<file path="src/rtl/inst_fetch_bridge.sv">
// Instruction fetch bridge: turns PC-register fetches into SRAM-like bus reads,
// maps kseg0/kseg1 to physical addresses and hands words with their PC to decode.
module inst_fetch_bridge #(
    parameter logic [31:0] RESET_PC = 32'hbfc00000,
    parameter bit          MAP_KSEG = 1'b1
) (
    input  logic        clk,
    input  logic        rst,
    input  logic [31:0] pc,
    input  logic        ce,
    input  logic        flush,
    input  logic        id_stall,
    output logic        inst_req,
    output logic        inst_wr,
    output logic [1:0]  inst_size,
    output logic [31:0] inst_addr,
    input  logic        inst_addr_ok,
    input  logic        inst_data_ok,
    input  logic [31:0] inst_rdata,
    output logic        if_stall,
    output logic        inst_valid,
    output logic [31:0] inst_out,
    output logic [31:0] inst_pc,
    output logic        exc_adel
);

    typedef enum logic [1:0] {IDLE, REQ, WAIT, HOLD} state_t;

    state_t      state;
    logic        discard;
    logic        stop;
    logic [31:0] buffer;
    logic [31:0] req_pc;
    logic        aligned;
    logic        kseg;
    logic        drop;

    assign aligned   = (pc[1:0] == 2'b00);
    assign kseg      = MAP_KSEG && ((pc[31:29] == 3'b100) || (pc[31:29] == 3'b101));
    assign inst_addr = kseg ? {3'b000, pc[28:0]} : pc;
    assign inst_wr   = 1'b0;
    assign inst_size = 2'b10;

    // A returning word is thrown away if it was flushed, or if fetching was switched off meanwhile.
    assign drop = discard | stop | flush | ~ce;

    always_comb begin
        inst_req   = 1'b0;
        inst_valid = 1'b0;
        exc_adel   = 1'b0;
        if_stall   = 1'b1;
        inst_out   = buffer;
        inst_pc    = req_pc;
        if (!rst) begin
            case (state)
                REQ: begin
                    if (ce) begin
                        if (aligned) begin
                            inst_req = 1'b1;
                        end else begin
                            inst_valid = 1'b1;
                            exc_adel   = 1'b1;
                            inst_out   = 32'h0;
                            inst_pc    = pc;
                            if (!id_stall) if_stall = 1'b0;
                        end
                    end
                end
                WAIT: begin
                    if (inst_data_ok && !drop) begin
                        inst_valid = 1'b1;
                        inst_out   = inst_rdata;
                        if (!id_stall) if_stall = 1'b0;
                    end
                end
                HOLD: begin
                    inst_valid = 1'b1;
                    if (!id_stall) if_stall = 1'b0;
                end
                default: ;
            endcase
            // A redirect lets the PC register load its target and kills anything shown to decode.
            if (flush) begin
                inst_valid = 1'b0;
                exc_adel   = 1'b0;
                if_stall   = 1'b0;
            end
        end
    end

    always_ff @(posedge clk) begin
        if (rst) begin
            state   <= IDLE;
            discard <= 1'b0;
            stop    <= 1'b0;
            buffer  <= 32'h0;
            req_pc  <= RESET_PC;
        end else begin
            case (state)
                IDLE: begin
                    if (ce) state <= REQ;
                end
                REQ: begin
                    if (!ce) begin
                        state <= IDLE;
                    end else if (aligned && inst_addr_ok) begin
                        req_pc  <= pc;
                        discard <= flush;
                        stop    <= 1'b0;
                        state   <= WAIT;
                    end
                end
                WAIT: begin
                    if (inst_data_ok) begin
                        discard <= 1'b0;
                        stop    <= 1'b0;
                        if (drop) begin
                            state <= (stop || !ce) ? IDLE : REQ;
                        end else if (id_stall) begin
                            buffer <= inst_rdata;
                            state  <= HOLD;
                        end else begin
                            state <= REQ;
                        end
                    end else begin
                        if (flush) discard <= 1'b1;
                        if (!ce) stop <= 1'b1;
                    end
                end
                HOLD: begin
                    if (flush || !id_stall) state <= REQ;
                end
                default: state <= IDLE;
            endcase
        end
    end

endmodule

</file>
<file path="config.mk">
export PLATFORM = sky130hd
export DESIGN_NAME = inst_fetch_bridge
export DESIGN_NICKNAME = d
export VERILOG_FILES = /design/src/rtl/inst_fetch_bridge.sv
export SDC_FILE = /design/constraint.sdc
export NUM_CORES = 1
export LEC_CHECK = 0
export BUFFER_PORTS_ARGS = -buffer_cell sky130_fd_sc_hd__buf_2
export CAP_MARGIN = 10
export CORE_ASPECT_RATIO = 0.5
export CORE_MARGIN = 3
export CORE_UTILIZATION = 43
export CTS_BUF_LIST = sky130_fd_sc_hd__clkbuf_8
export CTS_CLUSTER_DIAMETER = 30
export DETAILED_ROUTE_END_ITERATION = 6
export HOLD_SLACK_MARGIN = 0.15
export PLACE_DENSITY_LB_ADDON = 0.12
export SLEW_MARGIN = 20
export SYNTH_ARGS = -nofsm -noshare
export SYNTH_HDL_FRONTEND = slang
export SYNTH_SLANG_ARGS = --single-unit
export TNS_END_PERCENT = 5
</file>
<file path="constraint.sdc">
create_clock -name clk -period 2.1 [get_ports clk]
set_input_delay 0.21 -clock clk [delete_from_list [all_inputs] [get_ports clk]]
set_output_delay 0.21 -clock clk [all_outputs]
set_load 0.01 [all_outputs]
</file>
# Yosys cells after proc, flatten, opt, wreduce, memory -nomap -nowiden
# Index checks and enable logic that the tools add are counted.
# word_totals
regBits,68
word_cells,88
# classes
n_eq_ne,13
muxes,49
n_bitwise,5
reduce_logical,16
# op_table
operator,n
2-to-1 mux 32 bit,9
case mux 32 bit (2 select lines),1
2-to-1 mux 1 bit,27
AND reduction 4 bit,4
2-to-1 mux 2 bit,7
"!= test 2 bit, second input constant",5
"!= test 3 bit, second input constant",3
case mux 2 bit (4 select lines),1
"equality test 3 bit, second input constant",2
case mux 1 bit (3 select lines),2
"equality test 2 bit, second input constant",2
zero test 2 bit,2
case mux 1 bit (2 select lines),2
zero test 1 bit,3
logical OR 1 bit,3
bitwise OR 1 bit,3
AND reduction 3 bit,1
"equality test 2 x 1 -> 1 bit, second input constant",1
logical AND 1 bit,2
NOT 1 bit,2
nonzero test 2 bit,1

# Longest topological paths before layout
# logic_depth
depth_word,9
mapped_depth,8
ltp_nobuf,6

# Worst setup path after synthesis
# No wires, ideal clock.
# synth_timing
kind,register to output
start,register state[0]
end,output port inst_valid
arrival_ns,1.655
t_required_ns,1.890
path_slack_ns,0.235
stages_incl_launch_ff,6
n_path_buf,0
path_cell_list,dfxtp_1 > inv_1 > ha_1 > and3b_2 > nand3_2 > a2111oi_0
# synth_via
elab_chain_cells,4
elab_cells_between_ends,6
# synth_lines
element,line,source
"start, declared",29,state_t state;
"start signal, assigned",118,state <= (stop || !ce) ? IDLE : REQ;
equality test 2 bit or equality test 2 x 1 -> 1 bit (tied branches),55,case (state)
case mux 1 bit (3 select lines) (*),55,
2-to-1 mux 1 bit (*),83,if (flush) begin
2-to-1 mux 1 bit (*),54,if (!rst) begin
"end, declared",21,"output logic inst_valid,"
# Every way passes the cells marked *; elsewhere a longest branch is shown, timed or not.

# Worst setup path in the final report
# layout_timing
start,register state[1]
end,output port if_stall
# layout_via
elab_chain_cells,4
elab_cells_between_ends,6
# layout_lines
element,line,source
equality test 2 bit or equality test 2 x 1 -> 1 bit (tied branches),55,
case mux 1 bit (3 select lines) (*),55,
2-to-1 mux 1 bit (*),83,
2-to-1 mux 1 bit (*),54,
"end, declared",20,"output logic if_stall,"
# Marked as above.

==> flow_metrics.tcl <==
set metrics [dict create \
    hp-start "flush" \
    crit_required_ns 1.89 \
    layout.area.seq_um2 1370 \
    overflow 0 \
    status "finished, violations left" \
    failed_checks "setup timing" \
    total_leakage_power_nw 2.63 \
    whs_endpoint "discard" \
    critPathArrivalTime_ns 1.96 \
    rsz0062_at_grt "true" \
    maxSlewViolCount 0 \
    swShare 0.268 \
    setup.worst_path.start "state[1]" \
    maxUsedRoutingLayer "met4" \
    pwr-share-seq 0.456 \
    clk_pin_slew_ns 0.07 \
    final.period_utilization 1.03 \
    grt_antenna_before_repair 0 \
    die_w_um 137 \
    place_hpwl_um 6540 \
    yosys.area.top_type "dfxtp_1" \
    core-area_um2 8140 \
    critPathCaptureType "output port" \
    vias 3897 \
    synth.top_cell.area_share 0.371 \
    reg2reg_depth 8 \
    worstSkewPairLatency_ns 0.33 \
    clock_skew_ns 0.00390 \
    internal_power_mw 2.11 \
    drt-initial-drc-count 152 \
    drv_cap 0 \
    tns_ns -0.790 \
    track_usage 0.218 \
    yosys-top-cells-area "dfxtp_1 37%, nand2_1 13%, mux2_1 9.2%" \
    first_pass_iters 5 \
    ys_types 43 \
    critical_path_class "reg -> out" \
    totalWireLength_um 11400 \
    fmax_mhz 460 \
    cts-root-buf "clkbuf_8" \
    min_period_ns 2.17 \
    ys_seq_area_frac 0.371 \
    wl_met2_um 5570 \
    min_path_cells 3 \
    drive_gt1_frac 0.399 \
    crit_path_start_kind "flip-flop" \
    layout.cells.non_filler 782 \
    drt-wirelength-per-cell_um 14.6 \
    final.setup.worst_slack_ns -0.0734 \
    insertedDiodeCount 0 \
    start_util 0.451 \
    synth-edff-count 0 \
    fin_hold_ws_ns 0.244 \
    route.detailed.drc 0 \
    clock-sinks 68 \
    ant_nets 0 \
    switchingPower_mw 0.774 \
    die-area_um2 9750 \
    portBuffers 170 \
    grt_max_degree 33 \
    area_growth_pct 59.1 \
    hold_path.class "in -> reg" \
    die_y_um 71.3 \
    fp-row-count 23 \
    yosysWarnings 0 \
    grt_pass1_vias 3666 \
    syn_area_um2 3670 \
    wl_met1_um 4990 \
    final_common_cell "buf_2" \
    fin_nets 741 \
    setup_violations 47 \
    wl_met3_um 722 \
    timing.rr.start "state[0]" \
    multi_input_area_um2 2030 \
    h-tree-depth 3 \
    synth_ff_type "dfxtp_1" \
    ir_drop_mv 0.361 \
    via_per_inst 4.98 \
    cts_buffers 9 \
    io_pins 174 \
    grt_pass1_wl_um 17300 \
    nFillCells 620 \
    clock_path_buffers 2 \
    syn_area_per_cell_um2 8.21 \
    cts_tree "built" \
    globalplace.congestion 0.910 \
    synth-seq-cells 68 \
    final_cell_mix "147 x buf_2, 128 x nand2_1, 66 x dfxtp_1, 62 x dlygate4sd3_1, 55 x a21oi_1" \
    power_frac_comb 0.235 \
    r2r-end "buffer[16]" \
    powerDensity_nw_per_um2 494 \
    reg2reg_slack_ns 0.32 \
    crit_fanout 3 \
    postSynthCellCount 447 \
    async_flop_share 0 \
    dp.cells 682 \
    hold_viol 0 \
    pre_cts_slack_ns 0.143 \
    clkPwrFrac 0.309 \
]
[power groups by stage]
stage	clock [mW]	sequential, mW	combinational, mW
2_1_floorplan	0	1.34	0.241
3_3_place_gp	0	1.34	0.405
3_5_place_dp	0	1.34	0.403
4_1_cts	0.934	1.31	0.596
5_1_grt	0.996	1.32	0.724
6_report	0.892	1.32	0.677
[worst max-delay path: stages (launching register included)]
cell and delay [ns]:
dfxtp_4 0.37, buf_4 0.14, ha_2 0.19, or3_1 0.32
a21oi_2 0.14, a31oi_1 0.13, or2_1 0.21, buf_2 0.13
[flip-flops by register name, summed over array words and instances, names as in the netlist]
signal / cells
buffer: 32
discard: 1
req_pc: 32
state: 2
stop: 1
[area by class of cell]
| cell class | count | area share |
|---|---|---|
| clock buffers | 10 | 0.0236 |
| repair buffers | 270 | 0.360 |
| inverters | 7 | 0.00536 |
| multi-input cells | 309 | 0.348 |
| flip-flops and latches | 68 | 0.234 |
| well taps | 112 | 0.0240 |
| clock inverters | 6 | 0.00429 |
[through the flow]
step | area (um2) | power (mW) | util
floorplan | 3670 | 1.58 | -
global placement | 4410 | 1.74 | 0.542
global route | 5840 | 3.04 | 0.717
CTS | 5720 | 2.84 | 0.702
finish | 5840 | 2.89 | 0.717
detailed placement | 4410 | 1.74 | 0.542
[timing repair]
action / in CTS / in global routing
endpoints found under the hold margin: 62 / 0
hold buffers: 62 / 0
pin swaps: 5 / 28
cloned: 3 / 5
buffers inserted: 14 / 3
endpoints found under the setup margin: 66 / 64
gates resized for setup: 71 / 24
[synthesized netlist by cell type (2+ instances only)]
cell      instances
dfxtp_1          68
nand2_1         129
nand3b_1         10
nor3b_1           2
clkbuf_1         15
nor2_1            7
buf_2             7
conb_1            2
ha_1              5
nand2b_1          3
a211oi_1          2
buf_6             6
a22o_1           34
buf_4            36
nor4_1            2
mux2_1           30
nand3_1           2
inv_1             7
a21oi_1          56
[per-layer routing]
layer / up-vias / global-route usage
met5: - / 0
met4: 0 / 0.0581
met1: 1833 / 0.262
li1: 1931 / -
met2: 125 / 0.388
met3: 8 / 0.0575
[how the worst max path moves through the flow]
stage	end
after floorplan	inst_valid
after global placement	inst_valid
after detailed placement	inst_valid
after CTS	inst_out[15]
after global routing	if_stall
final	if_stall
[cell families after synthesis]
kind of cell	after synthesis	synth area share
other	2	0.00205
adders and majority gates	5	0.0170
DFF	68	0.371
muxes	30	0.0921
AOI/OAI and AO/OA	101	0.183
buffers and inverters	71	0.124
and+or+nand+nor	170	0.210
(Power assumes the default switching activity.)
